### src/rtl/alu_sequencer_pkg.sv
// Shared types for the ALU sequencer: ALU operations, ALU bus control, and sequencer state.
package alu_sequencer_pkg;

    typedef enum logic [3:0] {
        ALU_OP_NOT  = 4'd0,
        ALU_OP_ADD  = 4'd1,
        ALU_OP_SUB  = 4'd2,
        ALU_OP_AND  = 4'd3,
        ALU_OP_OR   = 4'd4,
        ALU_OP_XOR  = 4'd5,
        ALU_OP_SHL  = 4'd6,
        ALU_OP_LSHR = 4'd7,
        ALU_OP_ASHR = 4'd8
    } alu_op_t;

    typedef enum logic [1:0] {
        REG_OP_NONE  = 2'd0,
        REG_OP_READ  = 2'd1,
        REG_OP_WRITE = 2'd2
    } reg_op_t;

    typedef enum logic [1:0] {
        SEQ_IDLE  = 2'd0,
        SEQ_READ  = 2'd1,
        SEQ_WRITE = 2'd2
    } alu_seq_state_t;

    typedef struct packed {
        logic legal;
        logic uses_b;
        logic sets_v;
    } op_info_t;

endpackage

### src/rtl/alu_sequencer_if.sv
// Request handshake between the instruction decoder (master) and the ALU sequencer (slave).
interface alu_sequencer_if #(
    parameter int REG_BITS = 2
);
    import alu_sequencer_pkg::*;

    logic                req_valid;
    logic                req_ready;
    alu_op_t             req_op;
    logic [REG_BITS-1:0] req_src_a;
    logic [REG_BITS-1:0] req_src_b;
    logic [REG_BITS-1:0] req_dst;
    logic                req_wb;

    modport master (
        output req_valid, req_op, req_src_a, req_src_b, req_dst, req_wb,
        input  req_ready
    );

    modport slave (
        input  req_valid, req_op, req_src_a, req_src_b, req_dst, req_wb,
        output req_ready
    );
endinterface

### src/rtl/alu_op_decode.sv
// Combinational classification of an ALU operation: legality, operand-B use, V-flag update.
module alu_op_decode
    import alu_sequencer_pkg::*;
(
    input  alu_op_t  op,
    output op_info_t info
);
    always_comb begin
        // NOTE: every output gets a default before the case so no path leaves it unassigned (no latch).
        info = '{legal: 1'b0, uses_b: 1'b0, sets_v: 1'b0};
        unique case (op)
            ALU_OP_ADD, ALU_OP_SUB:
                info = '{legal: 1'b1, uses_b: 1'b1, sets_v: 1'b1};
            ALU_OP_AND, ALU_OP_OR, ALU_OP_XOR:
                info = '{legal: 1'b1, uses_b: 1'b1, sets_v: 1'b0};
            ALU_OP_NOT, ALU_OP_SHL, ALU_OP_LSHR, ALU_OP_ASHR:
                info = '{legal: 1'b1, uses_b: 1'b0, sets_v: 1'b0};
            default: ;
        endcase
    end
endmodule

### src/rtl/alu_sequencer.sv
// Runs one ALU operation per accepted request: operand read, result write-back, Z/V flag update.
module alu_sequencer
    import alu_sequencer_pkg::*;
#(
    parameter int WIDTH    = 8,
    parameter int REG_BITS = 2
) (
    input  logic                clk,
    input  logic                rst_n,
    alu_sequencer_if.slave      req,
    output logic [REG_BITS-1:0] rf_rd_a_addr,
    output logic [REG_BITS-1:0] rf_rd_b_addr,
    output logic                rf_wr_en,
    output logic [REG_BITS-1:0] rf_wr_addr,
    output alu_op_t             alu_mode,
    output reg_op_t             alu_control,
    input  logic                alu_zero,
    input  logic                alu_overflow,
    output logic                flag_zero,
    output logic                flag_overflow,
    output logic                done,
    output logic                illegal_op
);
    if (WIDTH < 1 || REG_BITS < 1) begin : g_bad_param
        $error("alu_sequencer: WIDTH and REG_BITS must be at least 1");
    end

    alu_seq_state_t      state_q,    state_d;
    alu_op_t             op_q,       op_d;
    logic [REG_BITS-1:0] src_a_q,    src_a_d;
    logic [REG_BITS-1:0] src_b_q,    src_b_d;
    logic [REG_BITS-1:0] dst_q,      dst_d;
    logic                wb_q,       wb_d;
    logic                sets_v_q,   sets_v_d;
    logic                flag_z_q,   flag_z_d;
    logic                flag_v_q,   flag_v_d;
    logic                done_q,     done_d;
    logic                illegal_q,  illegal_d;
    op_info_t            req_info;

    alu_op_decode u_decode (
        .op   (req.req_op),
        .info (req_info)
    );

    always_comb begin
        state_d   = state_q;
        op_d      = op_q;
        src_a_d   = src_a_q;
        src_b_d   = src_b_q;
        dst_d     = dst_q;
        wb_d      = wb_q;
        sets_v_d  = sets_v_q;
        flag_z_d  = flag_z_q;
        flag_v_d  = flag_v_q;
        done_d    = 1'b0;
        illegal_d = 1'b0;

        req.req_ready = 1'b0;
        alu_control   = REG_OP_NONE;
        rf_wr_en      = 1'b0;

        unique case (state_q)
            SEQ_IDLE: begin
                req.req_ready = 1'b1;
                if (req.req_valid) begin
                    if (req_info.legal) begin
                        op_d     = req.req_op;
                        src_a_d  = req.req_src_a;
                        // Unary ops park operand B on register 0 so the unused read is deterministic.
                        src_b_d  = req_info.uses_b ? req.req_src_b : '0;
                        dst_d    = req.req_dst;
                        wb_d     = req.req_wb;
                        sets_v_d = req_info.sets_v;
                        state_d  = SEQ_READ;
                    end else begin
                        illegal_d = 1'b1;
                    end
                end
            end
            SEQ_READ: begin
                alu_control = REG_OP_READ;
                state_d     = SEQ_WRITE;
            end
            SEQ_WRITE: begin
                alu_control = REG_OP_WRITE;
                rf_wr_en    = wb_q;
                flag_z_d    = alu_zero;
                // The ALU's carry line is only meaningful for ADD/SUB; other ops keep V.
                if (sets_v_q) flag_v_d = alu_overflow;
                done_d      = 1'b1;
                state_d     = SEQ_IDLE;
            end
            default: state_d = SEQ_IDLE;
        endcase
    end

    // NOTE: state registers use non-blocking assignments so every flop samples pre-edge values.
    always_ff @(posedge clk or negedge rst_n) begin
        if (!rst_n) begin
            state_q   <= SEQ_IDLE;
            op_q      <= ALU_OP_NOT;
            src_a_q   <= '0;
            src_b_q   <= '0;
            dst_q     <= '0;
            wb_q      <= 1'b0;
            sets_v_q  <= 1'b0;
            flag_z_q  <= 1'b0;
            flag_v_q  <= 1'b0;
            done_q    <= 1'b0;
            illegal_q <= 1'b0;
        end else begin
            state_q   <= state_d;
            op_q      <= op_d;
            src_a_q   <= src_a_d;
            src_b_q   <= src_b_d;
            dst_q     <= dst_d;
            wb_q      <= wb_d;
            sets_v_q  <= sets_v_d;
            flag_z_q  <= flag_z_d;
            flag_v_q  <= flag_v_d;
            done_q    <= done_d;
            illegal_q <= illegal_d;
        end
    end

    assign rf_rd_a_addr  = src_a_q;
    assign rf_rd_b_addr  = src_b_q;
    assign rf_wr_addr    = dst_q;
    assign alu_mode      = op_q;
    assign flag_zero     = flag_z_q;
    assign flag_overflow = flag_v_q;
    assign done          = done_q;
    assign illegal_op    = illegal_q;
endmodule

### src/flat_wrapper.sv
// flat-port wrapper written by rule: the top's interface ports become plain ports
module alu_sequencer_flat import alu_sequencer_pkg::*;
#(
    parameter int WIDTH    = 8,
    parameter int REG_BITS = 2
)
  (clk, rst_n, rf_rd_a_addr, rf_rd_b_addr, rf_wr_en, rf_wr_addr, alu_mode, alu_control, alu_zero, alu_overflow, flag_zero, flag_overflow, done, illegal_op, req_req_valid, req_req_op, req_req_src_a, req_req_src_b, req_req_dst, req_req_wb, req_req_ready);
  alu_sequencer_if #(.REG_BITS(REG_BITS)) req_i ();
  input  logic clk;
  input  logic rst_n;
  output logic [REG_BITS-1:0] rf_rd_a_addr;
  output logic [REG_BITS-1:0] rf_rd_b_addr;
  output logic rf_wr_en;
  output logic [REG_BITS-1:0] rf_wr_addr;
  output alu_op_t alu_mode;
  output reg_op_t alu_control;
  input  logic alu_zero;
  input  logic alu_overflow;
  output logic flag_zero;
  output logic flag_overflow;
  output logic done;
  output logic illegal_op;
  input wire logic [$bits(req_i.req_valid)-1:0] req_req_valid;
  input wire logic [$bits(req_i.req_op)-1:0] req_req_op;
  input wire logic [$bits(req_i.req_src_a)-1:0] req_req_src_a;
  input wire logic [$bits(req_i.req_src_b)-1:0] req_req_src_b;
  input wire logic [$bits(req_i.req_dst)-1:0] req_req_dst;
  input wire logic [$bits(req_i.req_wb)-1:0] req_req_wb;
  output wire logic [$bits(req_i.req_ready)-1:0] req_req_ready;
  assign req_i.req_valid = req_req_valid;
  assign req_i.req_op = req_req_op;
  assign req_i.req_src_a = req_req_src_a;
  assign req_i.req_src_b = req_req_src_b;
  assign req_i.req_dst = req_req_dst;
  assign req_i.req_wb = req_req_wb;
  assign req_req_ready = req_i.req_ready;
  alu_sequencer #(.WIDTH(WIDTH), .REG_BITS(REG_BITS)) u_core (.clk(clk), .rst_n(rst_n), .req(req_i), .rf_rd_a_addr(rf_rd_a_addr), .rf_rd_b_addr(rf_rd_b_addr), .rf_wr_en(rf_wr_en), .rf_wr_addr(rf_wr_addr), .alu_mode(alu_mode), .alu_control(alu_control), .alu_zero(alu_zero), .alu_overflow(alu_overflow), .flag_zero(flag_zero), .flag_overflow(flag_overflow), .done(done), .illegal_op(illegal_op));
endmodule
### config.mk
export PLATFORM = sky130hd
export DESIGN_NAME = alu_sequencer_flat
export DESIGN_NICKNAME = d
export VERILOG_FILES = /design/src/rtl/alu_sequencer_pkg.sv /design/src/rtl/alu_sequencer_if.sv /design/src/rtl/alu_op_decode.sv /design/src/rtl/alu_sequencer.sv /design/src/flat_wrapper.sv
export SDC_FILE = /design/constraint.sdc
export NUM_CORES = 1
export LEC_CHECK = 0
export BUFFER_PORTS_ARGS = -buffer_cell sky130_fd_sc_hd__buf_4
export CORE_MARGIN = 1
export CORE_UTILIZATION = 40
export DETAILED_ROUTE_END_ITERATION = 10
export PLACE_DENSITY = 0.72
export SETUP_SLACK_MARGIN = 0.15
export SLEW_MARGIN = 10
export SYNTH_ARGS = -nofsm -noshare
export SYNTH_HDL_FRONTEND = slang
export SYNTH_SLANG_ARGS = --single-unit
### constraint.sdc
create_clock -name clk -period 2.2 [get_ports clk]
set_input_delay 0.66 -clock clk [delete_from_list [all_inputs] [get_ports clk]]
set_output_delay 0.66 -clock clk [all_outputs]
set_load 0.01 [all_outputs]
==> summary.md, run 1 <==
| Metric | Value |
|---|---|
| Worst Hold Class | primary input to asynchronous set/reset pin |
| CTS Root Cell | clkbuf_4 |
| Critical Path Start | u_core.state_q[0]$_DFFE_PN0P_ |
| Final Skew | 0.00175 ns |
| Synth area leaders | dfrtp_1 60%, mux2_4 8.0%, a22o_1 5.8%, mux2_2 4.5%, a2111oi_4 3.7% |
| Avg Cell Area, Syn | between 10 and 15 um^2 |
| EDFF count, synth | 0 |
| Largest area contributor in the netlist | dfrtp_1 |
| Mapped Area | ~750 um^2 |
| Fin. max-slew vios | 0 |
| Final Hold Slack | 0.230 ns |
| Filler Cells Inserted | 160 |
| Clock transition at path regs | approximately 0.09 ns |
| Post-DR vias/cell | 4.91 |
| CP Data Arrival Time | 1.25 ns |
| DRC violations left | 0 |
| Fmax | 523 MHz |
| Max Buffers Root-to-Sink | 2 |
| Peak supply drop | 459 uV |
| Post-route ant nets | 0 |
| Met1 usage | 23.8% |
| First-pass GRT wire length | roughly 2.4 mm |
| Max-cap violations | 0 |
| Setup TNS | 0 ns |
| Grt total ovfl | 0 |
| Overall power | 0.000859 W |
| Largest net degree at the start of global routing | 19 |
| Num CTS Buffers | 3 |
| Nets@finish | 105 |
| Tot GR Track Use | 17.1% |
| Die Span X | between 40 and 50 um |
| Most common library cells after synthesis | 18 x dfrtp_1, 5 x a22o_1, 4 x mux2_4, 4 x nor2_1, 3 x mux2_2 |
| Initial antenna violation count | 0 |
| Post-synthesis register bit count | 18 |
| Status | completed |
| Syn_nets | 68 |
| Post-CTS setup buffer count | 0 |
| Power Density | 826 nW/um^2 |
| Average routed wire per standard cell | between 10 and 15 um |
| Area of the multi-input gates | 277 um^2 |
| Layout overhead on the synthesized area | 38.7% |
| Crit Path Class | flop to output pin |
| Hpwl dp | 1.15 mm |
| # diodes | 0 |
| Cts repair resizes | 0 |
| Placer Congestion | 0.807 |
| First-pass detailed-route iteration total | 4 |
| Sink Count | 18 |
| Relative slew slack | roughly 70% |
| Post-synth top area share | roughly three fifths |
| Htree depth | 1 |
| Unrepaired setup endpoints after global routing | no |
| Seq. cell area | 450 um^2 |
| Crit path max fanout | 6 |
| Synth warn | 0 |
| Met3 usage | 2.80% |
| Post-synthesis sequential area ratio | 60.1% |
| CTS tree | done |
| Top-count cell post-synth | dfrtp_1 |
| Post-synth cell types | 20 |
| Hold Fails Final Rpt | 0 |
| DIE AREA | 2050 um^2 |
| Critical Path Sink Type | output pin |
| Layout cell share with drive strength beyond 1 | 54.0% |
| Final Setup Violations | 0 |
| Core Footprint | 1750 um^2 |
| Post-Synthesis Cells | 52 |
| Top Usage Layer GRT | met1 |
| Measured slew at the worst slew-check pin | 0.449 ns |
| Final min period | ~1.9 ns |
| Worst-skew pair later-pin latency | 0.28 ns |
| Worst r2r src | u_core.state_q[0]$_DFFE_PN0P_ |
| Crit path launch type | flop |
| Worst path required time | 1.54 ns |
| DR iter-0 viols | 8 |
| Vias in the first global route | about 500 |
| Fin crit share | 87.0% |
| I/O pin count | 34 |
| Ys flop type | dfrtp_1 |
| Leak Pwr | 0.524 nW |
| Cell row count | 15 |
| Die Y | 45.3 um |
| Starting Density | 42.9% |
| Detailed Route WL | 1.51 mm |
| Via count | 550 |
| I/O Buffers | 33 |
| GR Layer Usage met2 | 23.2% |
| Post-cts hold buffer count | 0 |
| Ys async rst share | 100% |
-- metal layers --
layer / share of wire [%] / up-vias
met5: 0 / -
met4: 3.7 / 0
met3: 5.1 / 4
met2: 45 / 23
met1: 46 / 267
li1: - / 256
-- final timing paths --
path	to	depth (start not counted)	slack (ns)
min in group clk	u_core.flag_overflow$_DFFE_PN0P_	1	0.52
max in group asynchronous	u_core.alu_mode[1]$_DFFE_PN0P_	1	1.78
worst min-delay path	u_core.alu_mode[3]$_DFFE_PN0P_	1	0.23
worst max register to register	u_core.wb_q$_DFFE_PN0P_	3	0.60
worst max-delay path	rf_wr_en	3	0.29
worst min register to register	u_core.flag_overflow$_DFFE_PN0P_	1	0.52
-- logic make-up (layout without fill, tap and decap cells) --
family          Yosys count  after routing  share of synthesized area, %
buf+inv                   3             38                          3.00
mux                       7              7                          12.5
simple gates             13             13                          9.68
compound gates           11             11                          14.7
flops                    18             18                          60.1
-- power by group --
part           internal (W)  switching [W]
Combinational      0.000163       0.000105
Sequential         0.000398      0.0000410
Clock             0.0000635      0.0000886
-- worst max-delay path, cell delays in order, from the launching register on --
cell     delay [ns]
dfrtp_1        0.43
and2b_1        0.29
and2_1         0.14
buf_4          0.11
-- state kept, by name, indices dropped and copies added (netlist names) --
signal                cells
u_core.alu_mode           4
u_core.done               1
u_core.flag_overflow      1
u_core.flag_zero          1
u_core.illegal_op         1
u_core.rf_rd_a_addr       2
u_core.rf_rd_b_addr       2
u_core.rf_wr_addr         2
u_core.sets_v_q           1
u_core.state_q            2
u_core.wb_q               1
-- layout make-up --
cell class / count / share of cell area [%]
Timing Repair Buffer: 34 / 24.5
Inverter: 1 / 0.361
Clock buffer: 3 / 2.17
Multi-Input combinational cell: 31 / 26.6
Sequential cell: 18 / 43.3
Tap cell: 25 / 3.01
-- metrics by stage --
step / utilization [%] / cells / area [um^2] / setup WS, ns
final: 59.6 / 112 / 1040 / 0.287
after CTS: 59.6 / 112 / 1040 / 0.274
after floorplan: - / 52 / 749 / 0.581
after detailed placement: 58.3 / 109 / 1020 / 0.227
after global placement: 58.3 / 109 / 1020 / 0.270
after global routing: 59.6 / 112 / 1040 / 0.185
-- cell usage in the layout (no fill, tap or decap) --
cell type  netlist  routed
buf_4            1      34
mux2_4           4       4
a2111oi_4        1       1
or3b_4           1       1
a22o_1           5       5
and2_1           1       1
clkbuf_4         0       3
nand2_1          2       2
o31ai_2          1       1
inv_1            1       1
o21bai_1         1       1
a21oi_1          2       2
nor2b_1          2       2
a2bb2oi_1        1       1
nor3_1           1       1
mux2_2           3       3
and2b_1          1       1
dfrtp_1         18      18
nor3b_1          1       1
nor2_1           4       4
No activity file was read; power rests on OpenSTA's default activity.
==> run 2: changes to the inputs <==
CORE_UTILIZATION = 47   (was 40)
PLACE_DENSITY = 0.82   (was 0.72)
==> run 2 against run 1 <==
Compared with the run above: critical path depth is the same; register-to-register slack lost 0.07 ns; highest routed layer unchanged; die area shrank 14%; worst hold slack lost 0.019 ns; critical endpoint unchanged; largest power group unchanged.
==> summary.md, run 2 (same netlist as run 1, synthesis figures left out) <==
| Metric | Value |
|---|---|
| Cell area after layout | 1030 um^2 |
| Setup TNS | 0 ns |
| DR iter-0 viols | 11 |
| Max Buffers Root-to-Sink | 2 |
| Layout overhead on the synthesized area | 38.1% |
| Leak Pwr | 0.526 nW |
| Most frequent cells in the layout | 33 x buf_4, 18 x dfrtp_1, 5 x a22o_1, 4 x nor2_1, 4 x mux2_4 |
| CP Data Arrival Time | roughly 1.3 ns |
| Final min period | 1.93 ns |
| Initial antenna violation count | 0 |
| Placed Cells | slightly below 100 |
| Critical Path Sink Type | output pin |
| I/O Buffers | 33 |
| CTS tree | done |
| Pre-CTS setup slack | 0.151 ns |
| CTS Root Cell | clkbuf_4 |
| Final cell count without fillers | ~100 |
| Vias in the first global route | 542 |
| # diodes | 0 |
| Commonest non-fill, non-tap cell in the layout | buf_4 |
| Final setup margin | about 0.27 ns |
| Grt total ovfl | 0 |
| Largest net degree at the start of global routing | 19 |
| Status | completed |
| Num CTS Buffers | 3 |
| Fin. max-slew vios | 0 |
| Tot GR Track Use | around 17% |
| Detailed Route WL | ~1.4 mm |
| Fmax | between 500 and 600 MHz |
| Crit Path Class | flop to output pin |
| Layout cell share with drive strength beyond 1 | 54.0% |
| First-pass detailed-route iteration total | 3 |
| Crit path max fanout | 6 |
| Post-CTS setup buffer count | 0 |
| DRC violations left | 0 |
| Die Y | roughly 42 um |
| Placed Instance Area | between 900 and 1000 um^2 |
| Fin crit share | 87.9% |
| Max-cap violations | 0 |
| Placer Congestion | around 0.70 |
| Power Density | 870 nW/um^2 |
| Average routed wire per standard cell | 13.7 um |
| First-pass GRT wire length | 2.26 mm |
| Hpwl dp | 1.09 mm |
| Die Span X | 41.9 um |
| Final Setup Violations | 0 |
| Sink Count | 18 |
| Final Skew | ~0.0035 ns |
| Unrepaired setup endpoints after global routing | no |
| Clock transition at path regs | 0.10 ns |
| I/O pin count | 34 |
| Starting Density | 50.3% |
| Relative slew slack | between 60 and 70% |
| Largest register FFs | 4 |
| Crit path launch type | flop |
| Final Hold Slack | 0.211 ns |
| Core Footprint | 1490 um^2 |
| Worst Hold Class | primary input to asynchronous set/reset pin |
| Worst path required time | 1.54 ns |
| Measured slew at the worst slew-check pin | 0.489 ns |
| Cts repair resizes | 0 |
| Nets@finish | 104 |
| Post-route ant nets | 0 |
| Post-DR vias/cell | 5.36 |
| Hold Fails Final Rpt | 0 |
| Cell row count | 14 |
| Post-cts hold buffer count | 0 |
| Peak supply drop | 565 uV |
| DIE AREA | 1760 um^2 |
| Htree depth | 1 |
| Worst-skew pair later-pin latency | slightly below 0.3 ns |
| Via count | 552 |
[run 2: changes by cell type in the layout (fill, tap and decap cells not counted), sizes merged]
cell	previous run	this run
buf	34	33
clkbuf	3	4
[run 2: final timing paths]
check | startpoint | endpoint | slack (ns) | cells past startpoint
setup reg to reg | u_core.state_q[1]$_DFFE_PN0P_ | u_core.wb_q$_DFFE_PN0P_ | 0.53 | 3
setup / recovery | u_core.state_q[1]$_DFFE_PN0P_ | rf_wr_en | 0.27 | 3
hold / removal | rst_n | u_core.alu_mode[3]$_DFFE_PN0P_ | 0.21 | 1
max in group asynchronous | rst_n | u_core.rf_wr_addr[1]$_DFFE_PN0P_ | 1.80 | 1
min in group clk | u_core.rf_rd_a_addr[1]$_DFFE_PN0P_ | u_core.rf_rd_a_addr[1]$_DFFE_PN0P_ | 0.52 | 1
hold reg to reg | u_core.rf_rd_a_addr[1]$_DFFE_PN0P_ | u_core.rf_rd_a_addr[1]$_DFFE_PN0P_ | 0.52 | 1
[run 2: metal layers]
layer	routed length, um	up-vias	global-route usage (%)
li1	-	257	-
met1	625	271	21.6
met2	692	22	29.7
met3	80	2	3.91
met4	12	0	3.87
met5	0	-	0
[run 2: cell type report]
type / instances / area, um^2
fill: 123 / 454
sequential: 18 / 450
multi-input combinational: 31 / 277
timing repair buffer: 33 / 248
clock buffer: 4 / 36.3
tap: 16 / 20.0
inverter: 1 / 3.75
[run 2: power by group]
part           internal, W  switching [W]
Sequential        0.000398      0.0000399
Clock             0.000101      0.0000983
Combinational     0.000161       0.000102
Total             0.000660       0.000241
[run 2: per-stage QoR]
stage	util, %	power, W
floorplan	-	0.000568
global placement	67.1	0.000704
detailed placement	67.1	0.000712
CTS	69.5	0.000908
global route	69.5	0.000940
finish	69.5	0.000900
[run 2: worst max-delay path, cell delays in order (launching register included)]
cell	delay [ns]
dfrtp_1	0.45
and2b_1	0.24
and2_1	0.17
buf_4	0.13
==> run 3: changes to the inputs <==
REMOVE_ABC_BUFFERS = 1   (was default)
clock period = 2.5 ns   (was 2.2 ns; I/O delays follow)
==> run 3 against run 2 <==
Compared with the run above: sequential share of layout area did not move; wire length down 2.0%; combinational power is 12% lower; first-iteration DRC count unchanged; register-to-register slack better by 0.31 ns; clock skew fell by 0.00084 ns; non-clock buffer count is the same; via count decreased by 2.2%; clock power fell by 12%; setup slack better by 0.19 ns; sequential power shrank 12%; cell count unchanged; critical path type unchanged; largest cell class unchanged; highest routed layer unchanged.
==> summary.md, run 3 (same netlist as run 1, synthesis figures left out) <==
| Metric | Value |
|---|---|
| Status | completed |
| Clock transition at path regs | 0.10 ns |
| Worst-path cell chain | and2b_1 -> and2_1 -> buf_4 |
| Commonest non-fill, non-tap cell in the layout | buf_4 |
| Post-route ant nets | 0 |
| Average routed wire per standard cell | 13.4 um |
| Cell area after layout | 1030 um^2 |
| CP Data Arrival Time | 1.29 ns |
| Num CTS Buffers | 3 |
| Power Density | 766 nW/um^2 |
| Largest register FFs | 4 |
| Placer Congestion | 0.741 |
| Unrepaired setup endpoints after global routing | no |
| Starting Density | 50.3% |
| Layout Utilization | 69.5% |
| Worst path required time | between 1.5 and 2 ns |
| WP buf/inv | 1 |
| Cell row count | 14 |
| CP peak stage delay | 0.45 ns |
| Met2 wire len | 701 um |
| Measured slew at the worst slew-check pin | 0.475 ns |
| First-pass detailed-route iteration total | 4 |
| Largest net degree at the start of global routing | 19 |
| Die Y | 41.9 um |
| Post-DR vias/cell | 5.24 |
| Hpwl dp | about 1.1 mm |
| Clock power share | 22.1% |
| Relative slew slack | 68.3% |
| Vias in the first global route | roughly 550 |
| Layout cell share with drive strength beyond 1 | 54.0% |
| Crit path launch type | flop |
| Nets@finish | about 100 |
| Max-cap violations | 0 |
| Fmax | 490 MHz |
| Met1 wire length | roughly 600 um |
| Detailed Route WL | about 1.4 mm |
| CTS tree | done |
| Placed Instance Area | 998 um^2 |
| Sequential power share | about 49% |
| Cts repair resizes | 0 |
| Filler Cells Inserted | 118 |
| Fin crit share | 81.6% |
| Via count | 540 |
| Crit Path Class | flop to output pin |
| Comb pwr share | 29.2% |
| Switching Share | 26.8% |
| Final min period | 2.04 ns |
| Post-cts hold buffer count | 0 |
| Fin. max-slew vios | 0 |
| Final Hold Slack | 0.305 ns |
| Peak supply drop | 456 uV |
| I/O pin count | 34 |
| Final Setup Violations | 0 |
| Critical Path Sink Type | output pin |
| Worst r2r src | u_core.state_q[0]$_DFFE_PN0P_ |
| First-pass GRT wire length | 2.35 mm |
| Grt total ovfl | 0 |
| Most frequent cells in the layout | 33 x buf_4, 18 x dfrtp_1, 5 x a22o_1, 4 x nor2_1, 4 x mux2_4 |
| DR iter-0 viols | 11 |
| Leak Pwr | 0.526 nW |
| Final Skew | between 0.002 and 0.003 ns |
| Setup TNS | 0 ns |
| Initial antenna violation count | 0 |
| Max Buffers Root-to-Sink | 2 |
| P_sw | around 0.00021 W |
| Sink Count | 18 |
| Critical Path Start | u_core.state_q[0]$_DFFE_PN0P_ |
| Die Span X | 41.9 um |
| CTS Root Cell | clkbuf_4 |
| Htree depth | 1 |
| Core Footprint | 1490 um^2 |
| DRC violations left | 0 |
| Metal3 WL | around 63 um |
| Tot GR Track Use | 18.5% |
| Worst Hold Class | primary input to asynchronous set/reset pin |
| Top Metal Used | met4 |
| Crit path max fanout | 6 |
| CP delay by family, top | flip-flops |
| Hold Fails Final Rpt | 0 |
| DIE AREA | 1760 um^2 |
| Overall power | 0.000793 W |
| CP max stage cell | dfrtp_1 |
| Layout overhead on the synthesized area | 38.1% |
| # diodes | 0 |
| Worst-skew pair later-pin latency | about 0.29 ns |
| Post-CTS setup buffer count | 0 |
| Pint | 0.000580 W |
| I/O Buffers | 33 |
## run 3: cell counts in the layout (fill, tap and decap cells not counted)
No cell type changed its count.
## run 3: stage by stage
step,cells,setup slack (ns)
after floorplan,50,0.712
after global placement,99,0.478
after detailed placement,99,0.424
after CTS,103,0.453
after global routing,103,0.351
final,103,0.461
## run 3: final timing paths
check | slack [ns] | endpoint | cells after the start
min | 0.31 | u_core.alu_mode[3]$_DFFE_PN0P_ | 1
min reg2reg | 0.52 | u_core.rf_rd_b_addr[0]$_DFFE_PN0P_ | 1
max in group asynchronous | 2.00 | u_core.rf_rd_b_addr[1]$_DFFE_PN0P_ | 1
min in group clk | 0.52 | u_core.rf_rd_b_addr[0]$_DFFE_PN0P_ | 1
max reg2reg | 0.84 | u_core.rf_rd_a_addr[0]$_DFFE_PN0P_ | 3
max | 0.46 | rf_wr_en | 3
## run 3: power by group through the flow
stage          Combinational (W)  Sequential (W)  Clock (W)
3_3_place_gp            0.000230        0.000389          0
6_report                0.000231        0.000386   0.000175
2_1_floorplan          0.0000860        0.000409          0
4_1_cts                 0.000235        0.000387   0.000183
5_1_grt                 0.000248        0.000393   0.000197
3_5_place_dp            0.000234        0.000393          0
## run 3: routing by layer
layer	vias up	GRT usage (%)
li1	254	-
met1	267	23.8
met2	17	27.5
met3	2	5.22
met4	0	11.6
met5	-	0
## run 3: area by class of cell
class	instances	area, um^2	area share, %
tap	16	20.0	1.93
timing repair buffer	33	248	23.9
multi-input combinational	31	277	26.7
clock buffer	4	36.3	3.51
inverter	1	3.75	0.363
sequential	18	450	43.5
